**src/rtl/sync_master_if.sv**
```systemverilog
// ----------------------------------------------------------------------------
// sync_master_if
// Four-phase sync/ack handshake bundle between an initiator and a responder.
//   sync      initiator -> responder  request level
//   data_out  initiator -> responder  operand, stable while sync=1
//   ack       responder -> initiator  acknowledge level
//   data_in   responder -> initiator  result, valid while ack=1
// Handshake: the initiator raises sync only while ack=0; the responder
// raises ack with data_in valid; the initiator captures data_in and drops
// sync; the responder drops ack. One transfer per full sync/ack cycle.
// ----------------------------------------------------------------------------
interface sync_master_if #(
  parameter int OUT_WIDTH = 32,
  parameter int IN_WIDTH  = 32
);
  logic                 sync;
  logic                 ack;
  logic [OUT_WIDTH-1:0] data_out;
  logic [IN_WIDTH-1:0]  data_in;

  modport master (output sync, output data_out, input ack, input data_in);
  modport slave  (input sync, input data_out, output ack, output data_in);
endinterface

```
**src/rtl/sync_master.sv**
```systemverilog
// ----------------------------------------------------------------------------
// sync_master
// Initiator of the four-phase sync/ack handshake. A start request launches a
// burst of n_trans back-to-back transactions; each result is fed back as the
// next operand. Final result, transaction count and status go to the local
// controller.
//
// Optional feature macro: HANDSHAKE_TIMEOUT_EN
//   defined   - per-phase ack timeout of TIMEOUT_CYCLES aborts the burst and
//               raises error.
//   undefined - waits indefinitely, error is tied to 0.
//
// Ports:
//   clock, reset        rising-edge clock, asynchronous active-high reset
//   start               burst request, sampled in IDLE with ack=0 only
//   n_trans, seed       burst length and first operand
//   busy, done, error   burst in progress / one-cycle end pulse / timeout
//   result, count       last captured data / completed transactions
//   state_dbg           current FSM state (IDLE=0 REQ=1 REL=2 DONE=3)
//   hs                  handshake bundle (master side)
// ----------------------------------------------------------------------------
module sync_master #(
  parameter int OUT_WIDTH      = 32,
  parameter int IN_WIDTH       = 32,
  parameter int N_WIDTH        = 16,
  parameter int TIMEOUT_CYCLES = 1024
) (
  input  logic                 clock,
  input  logic                 reset,
  input  logic                 start,
  input  logic [N_WIDTH-1:0]   n_trans,
  input  logic [OUT_WIDTH-1:0] seed,
  output logic                 busy,
  output logic                 done,
  output logic                 error,
  output logic [IN_WIDTH-1:0]  result,
  output logic [N_WIDTH-1:0]   count,
  output logic [1:0]           state_dbg,
  sync_master_if.master        hs
);

  localparam logic [1:0] S_IDLE = 2'd0;
  localparam logic [1:0] S_REQ  = 2'd1;
  localparam logic [1:0] S_REL  = 2'd2;
  localparam logic [1:0] S_DONE = 2'd3;

  logic [1:0]           state_q, state_d;
  logic                 sync_q, sync_d;
  logic                 busy_q, busy_d;
  logic                 done_q, done_d;
  logic                 error_q, error_d;
  logic [IN_WIDTH-1:0]  result_q, result_d;
  logic [N_WIDTH-1:0]   count_q, count_d;
  logic [N_WIDTH-1:0]   n_q, n_d;
  logic [OUT_WIDTH-1:0] data_out_q, data_out_d;
  logic [OUT_WIDTH-1:0] feedback;
  logic [N_WIDTH-1:0]   count_inc;

  // Responder data resized to operand width: truncated or zero-extended.
  assign feedback  = OUT_WIDTH'(hs.data_in);
  assign count_inc = count_q + N_WIDTH'(1);

`ifdef HANDSHAKE_TIMEOUT_EN
  localparam int PH_W = $clog2(TIMEOUT_CYCLES + 1);
  logic [PH_W-1:0] phase_q, phase_d;
  logic            phase_expired;
  assign phase_expired = (phase_q == PH_W'(TIMEOUT_CYCLES - 1));
`endif

  always_comb begin
    state_d    = state_q;
    sync_d     = sync_q;
    busy_d     = busy_q;
    done_d     = done_q;
    error_d    = error_q;
    result_d   = result_q;
    count_d    = count_q;
    n_d        = n_q;
    data_out_d = data_out_q;
    case (state_q)
      S_IDLE: begin
        // Gating on ack=0 guarantees sync never rises against a high ack.
        if (start && !hs.ack) begin
          data_out_d = seed;
          n_d        = n_trans;
          count_d    = '0;
          error_d    = 1'b0;
          busy_d     = 1'b1;
          if (n_trans != '0) begin
            sync_d  = 1'b1;
            state_d = S_REQ;
          end else begin
            state_d = S_DONE;
          end
        end
      end
      S_REQ: begin
        if (hs.ack) begin
          result_d   = hs.data_in;
          data_out_d = feedback;
          sync_d     = 1'b0;
          state_d    = S_REL;
        end
`ifdef HANDSHAKE_TIMEOUT_EN
        else if (phase_expired) begin
          sync_d  = 1'b0;
          error_d = 1'b1;
          done_d  = 1'b1;
          busy_d  = 1'b0;
          state_d = S_DONE;
        end
`endif
      end
      S_REL: begin
        if (!hs.ack) begin
          count_d = count_inc;
          if (count_inc == n_q) begin
            done_d  = 1'b1;
            busy_d  = 1'b0;
            state_d = S_DONE;
          end else begin
            sync_d  = 1'b1;
            state_d = S_REQ;
          end
        end
`ifdef HANDSHAKE_TIMEOUT_EN
        else if (phase_expired) begin
          error_d = 1'b1;
          done_d  = 1'b1;
          busy_d  = 1'b0;
          state_d = S_DONE;
        end
`endif
      end
      default: begin
        // Bursts that ran handshakes already raised done on entry. A zero
        // length burst enters with done low and spends one extra cycle here
        // so its pulse appears one cycle after acceptance.
        if (done_q) begin
          done_d  = 1'b0;
          state_d = S_IDLE;
        end else begin
          done_d = 1'b1;
          busy_d = 1'b0;
        end
      end
    endcase
  end

`ifdef HANDSHAKE_TIMEOUT_EN
  // Phase counter restarts on every state change, so it measures time spent
  // waiting in the current REQ or REL phase.
  always_comb begin
    phase_d = '0;
    if ((state_d == state_q) && ((state_q == S_REQ) || (state_q == S_REL)))
      phase_d = phase_q + PH_W'(1);
  end

  always_ff @(posedge clock or posedge reset) begin
    if (reset) phase_q <= '0;
    else       phase_q <= phase_d;
  end
`endif

  always_ff @(posedge clock or posedge reset) begin
    if (reset) begin
      state_q    <= S_IDLE;
      sync_q     <= 1'b0;
      busy_q     <= 1'b0;
      done_q     <= 1'b0;
      error_q    <= 1'b0;
      result_q   <= '0;
      count_q    <= '0;
      n_q        <= '0;
      data_out_q <= '0;
    end else begin
      state_q    <= state_d;
      sync_q     <= sync_d;
      busy_q     <= busy_d;
      done_q     <= done_d;
      error_q    <= error_d;
      result_q   <= result_d;
      count_q    <= count_d;
      n_q        <= n_d;
      data_out_q <= data_out_d;
    end
  end

  assign hs.sync     = sync_q;
  assign hs.data_out = data_out_q;
  assign busy        = busy_q;
  assign done        = done_q;
  assign result      = result_q;
  assign count       = count_q;
  assign state_dbg   = state_q;
`ifdef HANDSHAKE_TIMEOUT_EN
  assign error       = error_q;
`else
  assign error       = 1'b0;
`endif

endmodule

```
**src/flat_wrapper.sv**
```systemverilog
// flat-port wrapper written by rule: the top's interface ports become plain ports
module sync_master_flat 
#(
  parameter int OUT_WIDTH      = 32,
  parameter int IN_WIDTH       = 32,
  parameter int N_WIDTH        = 16,
  parameter int TIMEOUT_CYCLES = 1024
)
  (clock, reset, start, n_trans, seed, busy, done, error, result, count, state_dbg, hs_sync, hs_data_out, hs_ack, hs_data_in);
  sync_master_if #(.OUT_WIDTH(OUT_WIDTH), .IN_WIDTH(IN_WIDTH)) hs_i ();
  input  logic clock;
  input  logic reset;
  input  logic start;
  input  logic [N_WIDTH-1:0] n_trans;
  input  logic [OUT_WIDTH-1:0] seed;
  output logic busy;
  output logic done;
  output logic error;
  output logic [IN_WIDTH-1:0] result;
  output logic [N_WIDTH-1:0] count;
  output logic [1:0] state_dbg;
  output wire logic [$bits(hs_i.sync)-1:0] hs_sync;
  output wire logic [$bits(hs_i.data_out)-1:0] hs_data_out;
  input wire logic [$bits(hs_i.ack)-1:0] hs_ack;
  input wire logic [$bits(hs_i.data_in)-1:0] hs_data_in;
  assign hs_sync = hs_i.sync;
  assign hs_data_out = hs_i.data_out;
  assign hs_i.ack = hs_ack;
  assign hs_i.data_in = hs_data_in;
  sync_master #(.OUT_WIDTH(OUT_WIDTH), .IN_WIDTH(IN_WIDTH), .N_WIDTH(N_WIDTH), .TIMEOUT_CYCLES(TIMEOUT_CYCLES)) u_core (.clock(clock), .reset(reset), .start(start), .n_trans(n_trans), .seed(seed), .busy(busy), .done(done), .error(error), .result(result), .count(count), .state_dbg(state_dbg), .hs(hs_i));
endmodule
```
**config.mk**
```make
export PLATFORM = sky130hd
export DESIGN_NAME = sync_master_flat
export DESIGN_NICKNAME = d
export VERILOG_FILES = /design/src/rtl/sync_master_if.sv /design/src/rtl/sync_master.sv /design/src/flat_wrapper.sv
export SDC_FILE = /design/constraint.sdc
export NUM_CORES = 1
export LEC_CHECK = 0
export ABC_AREA = 1
export CAP_MARGIN = 0
export CORE_MARGIN = 4
export CORE_UTILIZATION = 30
export DETAILED_ROUTE_END_ITERATION = 6
export PLACE_DENSITY = 0.56
export SLEW_MARGIN = 0
export SYNTH_ARGS = -nofsm -noshare
export SYNTH_HDL_FRONTEND = slang
export SYNTH_SLANG_ARGS = --single-unit
export TNS_END_PERCENT = 10
```
**constraint.sdc**
```tcl
create_clock -name clock -period 5.2 [get_ports clock]
set_input_delay 1.3 -clock clock [delete_from_list [all_inputs] [get_ports clock]]
set_output_delay 1.3 -clock clock [all_outputs]
set_load 0.02 [all_outputs]
```
==> flow_summary.yaml, run 1 <==
cts:
  cts_hold_buf: 0
  clkTransAtPathRegs_ps: 70
  root_buffer: "clkbuf_16"
  tritoncts: "yes"
  cts_max_path_buffers: 2
  postCtsSetupBuffers: 0
  clk_latency_ps: 340
  clock_sinks: 101
  cts.htree.levels: 3
  numCtsBuffers: 9
  post_cts_resized: 0
timing:
  finalHoldViolCount: 0
  fmax_ghz: 0.300
  drv_slew: 0
  relSlewSlack: 0.257
  period_needed_ps: 3330
  worst_slack_ps: 1870
  rsz0062_at_grt: "no"
  finalSetupViolations: 0
  fin_crit_sh: 0.641
  tns_ps: 0
  worstMarginPinSlew_ps: 1110
  fin_skew_ps: 13.0
global_route:
  grt_pass1_vias: 4444
  overflow: 0
  track_usage: 0.156
  grt_start_max_net_pins: 65
  grt_pass1_wl_um: 22600
  antenna_found_initial: 0
worst_setup_path:
  slowest_delay_ps: 760
  timing_worst_setup_path_type: "input port to register"
  cp.required_ps: 5360
  crit_buf_inv: 1
  worstSetupEndpointType: "register"
  startpoint_type: "input port"
  cpMaxStageDelayCell: "nand2_2"
  crit_arrival_ps: 3490
  critPathTopFamily: "simple AND/OR/NAND/NOR gates"
  path_cells: "clkdlybuf4s50_1 -> nor2_1 -> nand2_1 -> nand2_2 -> nor2_1 -> a31oi_1"
  path_common_cell: "nor2_1"
  crit_fanout: 64
final_layout:
  multi_input_area_sq_um: 2090
  final_nets: 794
  synthToLayoutAreaGrowth_pct: 45.7
  drive_above_1_share: 0.106
  fillers: 1575
  antenna_cells: 0
  final-seq-area_sq_um: 2530
die:
  fp.dieH_um: 135
  fp.coreArea_sq_um: 15900
  floorplan.rows: 46
  dieArea_sq_um: 18300
  die_x_um: 135
  ios: 170
  start_util: 0.306
logic_synthesis:
  synth_edf_count: 0
  synth_commonest_cells: "nand2_1, dfrtp_1, nor2_1, mux2_2, inv_1"
  synth_cell_types: 33
  synthXorXnorAreaFrac: 0.0139
  yosysMostFrequentCell: "nand2_1"
  synth_compound_gate_area_share: 0.0796
  synth-seq-cells: 101
  synth-simple-area-share: 0.247
  async_reset_ff_frac: 1.00
  yosys.area.top_type: "dfrtp_1"
  synth_top_cell_area_share: 0.521
  ys.warnings.count: 0
  synth_top_family_by_area: "simple AND/OR/NAND/NOR gates"
  syn_nets: 632
  synthAdderAreaFrac: 0.00258
  yosysSeqAreaShare: 0.521
  mappedNetlistArea_sq_um: 4850
  synth_area_leaders: "dfrtp_1, nand2_1, mux2_2, nor2_1, a31oi_1"
  synthMuxAreaShare: 0.0858
  syn_inst: 547
  postSynthAreaPerCell_sq_um: 8.88
  synth-main-ff-cell: "dfrtp_1"
worst_hold_path:
  hp-class: "register to register"
drt:
  dr.pass1.iters: 5
  drc: 0
  dr.first_iter.drc_count: 184
  dr_total_vias: 4281
  post_drt_via_cell_ratio: 4.60
  drt-total-wl_um: 14200
  ant_nets: 0
  wl_per_cell_um: 15.3
place:
  dp_hpwl_um: 10500
  io_buffer_count: 168
  gp_congestion: 0.817
  dpl_worst_slack_ps: 1500
run_status:
  status: "completed"
power_and_ir_drop:
  leakage_nw: 3.08
  power_density_nw_per_um2: 562
  irDropWorstVdd_uv: 287
job:
  drv_cap: 0
==> where the power goes <==
| part | leakage, nW | switching, W | internal, W |
|---|---|---|---|
| registers | 1.20 | 0.000214 | 0.00113 |
| logic | 1.73 | 0.00101 | 0.000890 |
| clock network | 0.156 | 0.000299 | 0.000436 |
| total | 3.08 | 0.00152 | 0.00246 |
==> per-stage QoR <==
step | hold WS, ps | total power, W | cells | area [sq um] | utilization
global placement | 484 | 0.00326 | 914 | 6750 | 0.425
global route | 523 | 0.00425 | 930 | 7080 | 0.445
finish | 507 | 0.00398 | 930 | 7080 | 0.445
CTS | 509 | 0.00404 | 930 | 7080 | 0.445
detailed placement | 491 | 0.00329 | 914 | 6750 | 0.425
floorplan | 472 | 0.00241 | 547 | 4850 | -
==> cells in the final DEF (no fill, tap or decap), types with 5 or more instances in the layout <==
| master | count |
|---|---|
| nand2_1 | 156 |
| nor2_2 | 5 |
| o22ai_1 | 10 |
| inv_1 | 35 |
| mux2_2 | 37 |
| nor2_1 | 56 |
| o21ai_0 | 8 |
| nand3_1 | 32 |
| clkbuf_16 | 9 |
| dfrtp_1 | 101 |
| a31oi_1 | 32 |
| a21oi_1 | 11 |
| nand4_1 | 8 |
| clkdlybuf4s50_1 | 168 |
| nand2_2 | 6 |
==> state kept, by name, indices dropped and copies added (netlist names) <==
signal              count
u_core.hs.data_out     32
u_core.result          32
u_core.count           16
u_core.n_q             16
u_core.state_dbg        2
u_core.busy             1
u_core.done             1
u_core.hs.sync          1
==> final timing paths <==
| path | startpoint | end | slack [ps] | depth (start not counted) |
|---|---|---|---|---|
| max in group asynchronous | reset | u_core.hs.data_out[0] | 3150 | 3 |
| min in group asynchronous | reset | u_core.n_q[14] | 1490 | 3 |
| setup reg to reg | u_core.state_dbg[0] | u_core.hs.sync | 2200 | 5 |
| hold reg to reg | u_core.hs.sync | u_core.hs.sync | 510 | 2 |
| setup / recovery | hs_ack | u_core.hs.data_out[10] | 1870 | 6 |
| hold / removal | u_core.hs.sync | u_core.hs.sync | 510 | 2 |
==> layer usage <==
layer | vias up | routed length [um] | track usage
met4 | 0 | 140 | 0.0521
met2 | 120 | 7060 | 0.263
li1 | 2137 | - | -
met5 | - | 0 | 0
met1 | 2013 | 5910 | 0.186
met3 | 11 | 1130 | 0.0546
==> layout make-up <==
type / count / share of cell area
clock buffer: 11 / 0.0343
clock inverter: 5 / 0.0115
inverter: 39 / 0.0210
multi-input combinational: 386 / 0.296
sequential: 101 / 0.357
tap: 216 / 0.0382
timing repair buffer: 172 / 0.242
==> worst reg2reg max path, stage by stage, from the launching register on <==
cell and delay [ps]:
dfrtp_1 440, inv_1 110, nor2_4 700, clkinv_1 1150
nand4_1 380, nand2_1 90
==> kinds of logic (layout without fill, tap and decap cells) <==
kind of cell	after synthesis	after routing
other	1	1
multiplexers	37	37
AND/OR/NAND/NOR	276	276
flip-flops	101	101
adder cells (fa/ha/maj)	1	1
AO/OA/AOI/OAI	65	65
buffers and inverters	60	227
XOR/XNOR	6	6
Power figures use the tool's default switching activity.
==> run 2: changes to the inputs <==
- clock period: 5.2 -> 3.3 ns (I/O delays scaled with it)
==> flow_summary.yaml, run 2 (same netlist as run 1, synthesis figures left out) <==
worst_setup_path:
  startpoint_type: "register"
  path_cells: "clkdlybuf4s50_1"
  reg2reg_depth: 12
  cpMaxStageDelayCell: "clkdlybuf4s50_1"
  timing_worst_setup_path_type: "register to primary output"
  crit_buf_inv: 1
  cp.required_ps: 2470
  worstSetupEndpointType: "primary output"
  rrSetupSlack_ps: 1080
  crit_fanout: 6
  crit_arrival_ps: 1530
  slowest_delay_ps: 670
  critPathTopFamily: "buffers and inverters"
  reg2reg_to: "u_core.busy"
  r2r-start: "u_core.count[0]"
timing:
  drv_slew: 0
  rsz0062_at_grt: "no"
  fin_skew_ps: 6.83
  fmax_ghz: 0.425
  finalHoldViolCount: 0
  worstMarginPinSlew_ps: 1100
  relSlewSlack: 0.259
  fin_crit_sh: 0.714
  tns_ps: 0
  finalSetupViolations: 0
  period_needed_ps: 2360
cts:
  tritoncts: "yes"
  clkTransAtPathRegs_ps: 70
  clk_latency_ps: 350
  cts_hold_buf: 0
  cts_max_path_buffers: 2
  cts.htree.levels: 3
  post_cts_resized: 0
  postCtsSetupBuffers: 0
  numCtsBuffers: 9
  clock_sinks: 101
  root_buffer: "clkbuf_16"
die:
  die_x_um: 135
  fp.dieH_um: 135
  ios: 170
  dieArea_sq_um: 18300
  fp.coreArea_sq_um: 15900
  start_util: 0.306
  floorplan.rows: 46
global_route:
  overflow: 0
  grt_pass1_vias: 4620
  track_usage: 0.162
  grt_pass1_wl_um: 23500
  grt_start_max_net_pins: 102
  antenna_found_initial: 0
final_layout:
  fillers: 1564
  stdcell_area_sq_um: 7160
  mostFrequentLayoutCells: "clkdlybuf4s50_1, nand2_1, dfrtp_1"
  synthToLayoutAreaGrowth_pct: 47.5
  final_common_cell: "clkdlybuf4s50_1"
  drive_above_1_share: 0.109
  final-seq-area_sq_um: 2530
  final_nets: 796
  multi_input_area_sq_um: 2090
  antenna_cells: 0
drt:
  dr_total_vias: 4380
  post_drt_via_cell_ratio: 4.70
  ant_nets: 0
  dr.pass1.iters: 4
  wl_per_cell_um: 15.4
  drt-total-wl_um: 14400
  drc: 0
  dr.first_iter.drc_count: 191
worst_hold_path:
  min_path_cells: 1
  min-delay-start: "u_core.result[17]"
  hold_path_end: "u_core.result[17]"
  hp-class: "register to register"
place:
  placed_cell_area_sq_um: 6790
  io_buffer_count: 168
  dp_hpwl_um: 10600
  gp_congestion: 0.845
power_and_ir_drop:
  irDropWorstVdd_uv: 356
  leakage_nw: 3.12
  power_density_nw_per_um2: 901
  finalPower_w: 0.00646
job:
  drv_cap: 0
run_status:
  status: "completed"
run 2: cell types whose count changed in the layout (fill, tap and decap cells not counted), sizes merged:
cell | previous run | this run
bufinv | 2 | 4
clkinvlp | 1 | 2
buf | 4 | 6
inv | 39 | 38
clkbuf | 11 | 9
run 2: worst max-delay path by stage:
stage	from	to	slack, ps	cells after the start
2_1_floorplan	reset	u_core.busy	1270	1
3_3_place_gp	n_trans[9]	u_core.hs.sync	720	5
3_5_place_dp	hs_ack	u_core.count[1]	670	6
4_1_cts	u_core.state_dbg[1]	state_dbg[1]	910	1
5_1_grt	u_core.count[0]	u_core.hs.sync	770	12
6_report	u_core.state_dbg[1]	state_dbg[1]	940	1
run 2: area by class of cell:
class                           count  area share
Timing Repair Buffer              174       0.245
Inverter                           39      0.0210
Clock inverter                      7      0.0203
Tap cell                          216      0.0377
Clock buffer                        9      0.0315
Sequential cell                   101       0.353
Multi-Input combinational cell    386       0.292
run 2: report_power, final:
part	internal (W)	total, W	switching, W
Clock	0.000822	0.00131	0.000485
Sequential	0.00178	0.00213	0.000350
Combinational	0.00143	0.00302	0.00159
Total	0.00403	0.00646	0.00243
run 2: metal layers:
metal | up-vias | track usage | share of wire | wire (um)
li1 | 2146 | - | - | -
met1 | 2062 | 0.197 | 0.42 | 6020
met2 | 144 | 0.264 | 0.47 | 6820
met3 | 28 | 0.0524 | 0.076 | 1090
met4 | 0 | 0.0728 | 0.032 | 464
met5 | - | 0 | 0 | 0
run 2: per-stage QoR:
step	std cells	setup slack [ps]	hold WS, ps	utilization
detailed placement	916	669	496	0.427
global route	932	770	535	0.451
CTS	932	911	515	0.451
global placement	916	724	489	0.427
finish	932	945	509	0.451
floorplan	547	1270	472	-
==> run 3: changes to the inputs <==
- PLACE_DENSITY: 0.56 -> 0.58
- clock period: 3.3 -> 2.1 ns (I/O delays scaled with it)
==> flow_summary.yaml, run 3 (same netlist as run 1, synthesis figures left out) <==
timing:
  period_needed_ps: 2060
  relSlewSlack: 0.623
  finalSetupViolations: 0
  fin_skew_ps: 10.6
  tns_ps: 0
  fin_crit_sh: 0.981
  fmax_ghz: 0.485
  finalHoldViolCount: 0
  drv_slew: 0
  worstMarginPinSlew_ps: 566
  rsz0062_at_grt: "yes"
global_route:
  grt_pass1_wl_um: 23000
  grt_start_max_net_pins: 102
  grt_pass1_vias: 4563
  antenna_found_initial: 0
  overflow: 0
  track_usage: 0.159
place:
  dp_hpwl_um: 10600
  gp_congestion: 0.862
  placed_cell_area_sq_um: 6910
  io_buffer_count: 168
drt:
  drc: 0
  wl_per_cell_um: 15.4
  dr.pass1.iters: 4
  post_drt_via_cell_ratio: 4.74
  dr.first_iter.drc_count: 166
  dr_total_vias: 4476
  ant_nets: 0
  drt-total-wl_um: 14600
worst_setup_path:
  cpMaxStageDelayCell: "dfrtp_1"
  critPathTopFamily: "simple AND/OR/NAND/NOR gates"
  crit_fanout: 5
  path_common_cell: "nand2_1"
  path_cells: "buf_4 -> nand2_2 -> nor2_8 -> buf_4 -> nand3_1 -> nand3_1 -> nand2_1 -> nor2_2 -> nand2_1 -> nor2_2 -> nand4_1 -> nand4_1 -> nand2_1"
  worstSetupEndpointType: "register"
  startpoint_type: "register"
  timing_worst_setup_path_type: "register to register"
  rrSetupSlack_ps: 40
  crit_arrival_ps: 2300
  crit_buf_inv: 2
  slowest_delay_ps: 400
  cp.required_ps: 2340
final_layout:
  synthToLayoutAreaGrowth_pct: 50.1
  mostFrequentLayoutCells: "clkdlybuf4s50_1, nand2_1, dfrtp_1"
  drive_above_1_share: 0.145
  antenna_cells: 0
  final_common_cell: "clkdlybuf4s50_1"
  final_nets: 809
  fillers: 1556
  final_core_util: 0.459
  stdcell_area_sq_um: 7290
die:
  die_x_um: 135
  start_util: 0.306
  ios: 170
  fp.coreArea_sq_um: 15900
  fp.dieH_um: 135
  floorplan.rows: 46
  dieArea_sq_um: 18300
worst_hold_path:
  hp-class: "register to register"
cts:
  cts.htree.levels: 3
  clock_sinks: 101
  numCtsBuffers: 9
  cts_hold_buf: 0
  root_buffer: "clkbuf_16"
  cts_max_path_buffers: 2
  clk_latency_ps: 350
  clkTransAtPathRegs_ps: 80
  tritoncts: "yes"
power_and_ir_drop:
  power_density_nw_per_um2: 1370
  finalPower_w: 0.00997
  irDropWorstVdd_uv: 688
  leakage_nw: 3.16
run_status:
  status: "completed"
job:
  drv_cap: 0
## run 3: what timing repair did
action	CTS	global route
setup endpoints to repair	0	4
setup buffers	0	2
gates resized for setup	0	19
## run 3: area by class of cell
class | count | area (sq um) | area share
Tap cell | 216 | 270 | 0.0371
Clock inverter | 7 | 80.1 | 0.0110
Timing Repair Buffer | 187 | 1890 | 0.259
Sequential cell | 101 | 2530 | 0.348
Multi-Input combinational cell | 386 | 2140 | 0.293
Inverter | 39 | 150 | 0.0206
Clock buffer | 9 | 225 | 0.0309
## run 3: worst register-to-register path, stage by stage (launching register included)
cell and delay, ps:
dfrtp_1 400, buf_4 160, nand2_2 90, nor2_8 160, buf_4 170, nand3_1 100, nand3_1 110, nand2_1 80
nor2_2 110, nand2_1 80, nor2_2 110, nand4_1 190, nand4_1 130, nand2_1 60
## run 3: worst paths after layout
kind,startpoint,end,cells past startpoint
max,u_core.count[1],u_core.hs.sync,13
min,u_core.hs.sync,u_core.hs.sync,2
max reg2reg,u_core.count[1],u_core.hs.sync,13
min reg2reg,u_core.hs.sync,u_core.hs.sync,2
max in group asynchronous,reset,u_core.result[0],3
min in group asynchronous,reset,u_core.count[10],3
## run 3: per-layer routing
layer | global-route usage | share of wire
met3 | 0.0628 | 0.091
met4 | 0.0521 | 0.014
met2 | 0.268 | 0.50
met5 | 0 | 0
met1 | 0.185 | 0.40
## run 3: where the power goes
group | switching (W) | total [W] | internal [W]
combinational | 0.00257 | 0.00490 | 0.00234
sequential | 0.000522 | 0.00332 | 0.00280
clock | 0.000801 | 0.00175 | 0.000945
## run 3: stage by stage
stage | hold slack (ps) | cells | setup slack, ps
2_1_floorplan | 472 | 547 | 148
3_3_place_gp | 459 | 927 | 17.2
3_5_place_dp | 473 | 927 | 35.2
4_1_cts | 490 | 943 | 15.8
5_1_grt | 522 | 945 | -67.4
6_report | 481 | 945 | 40.2
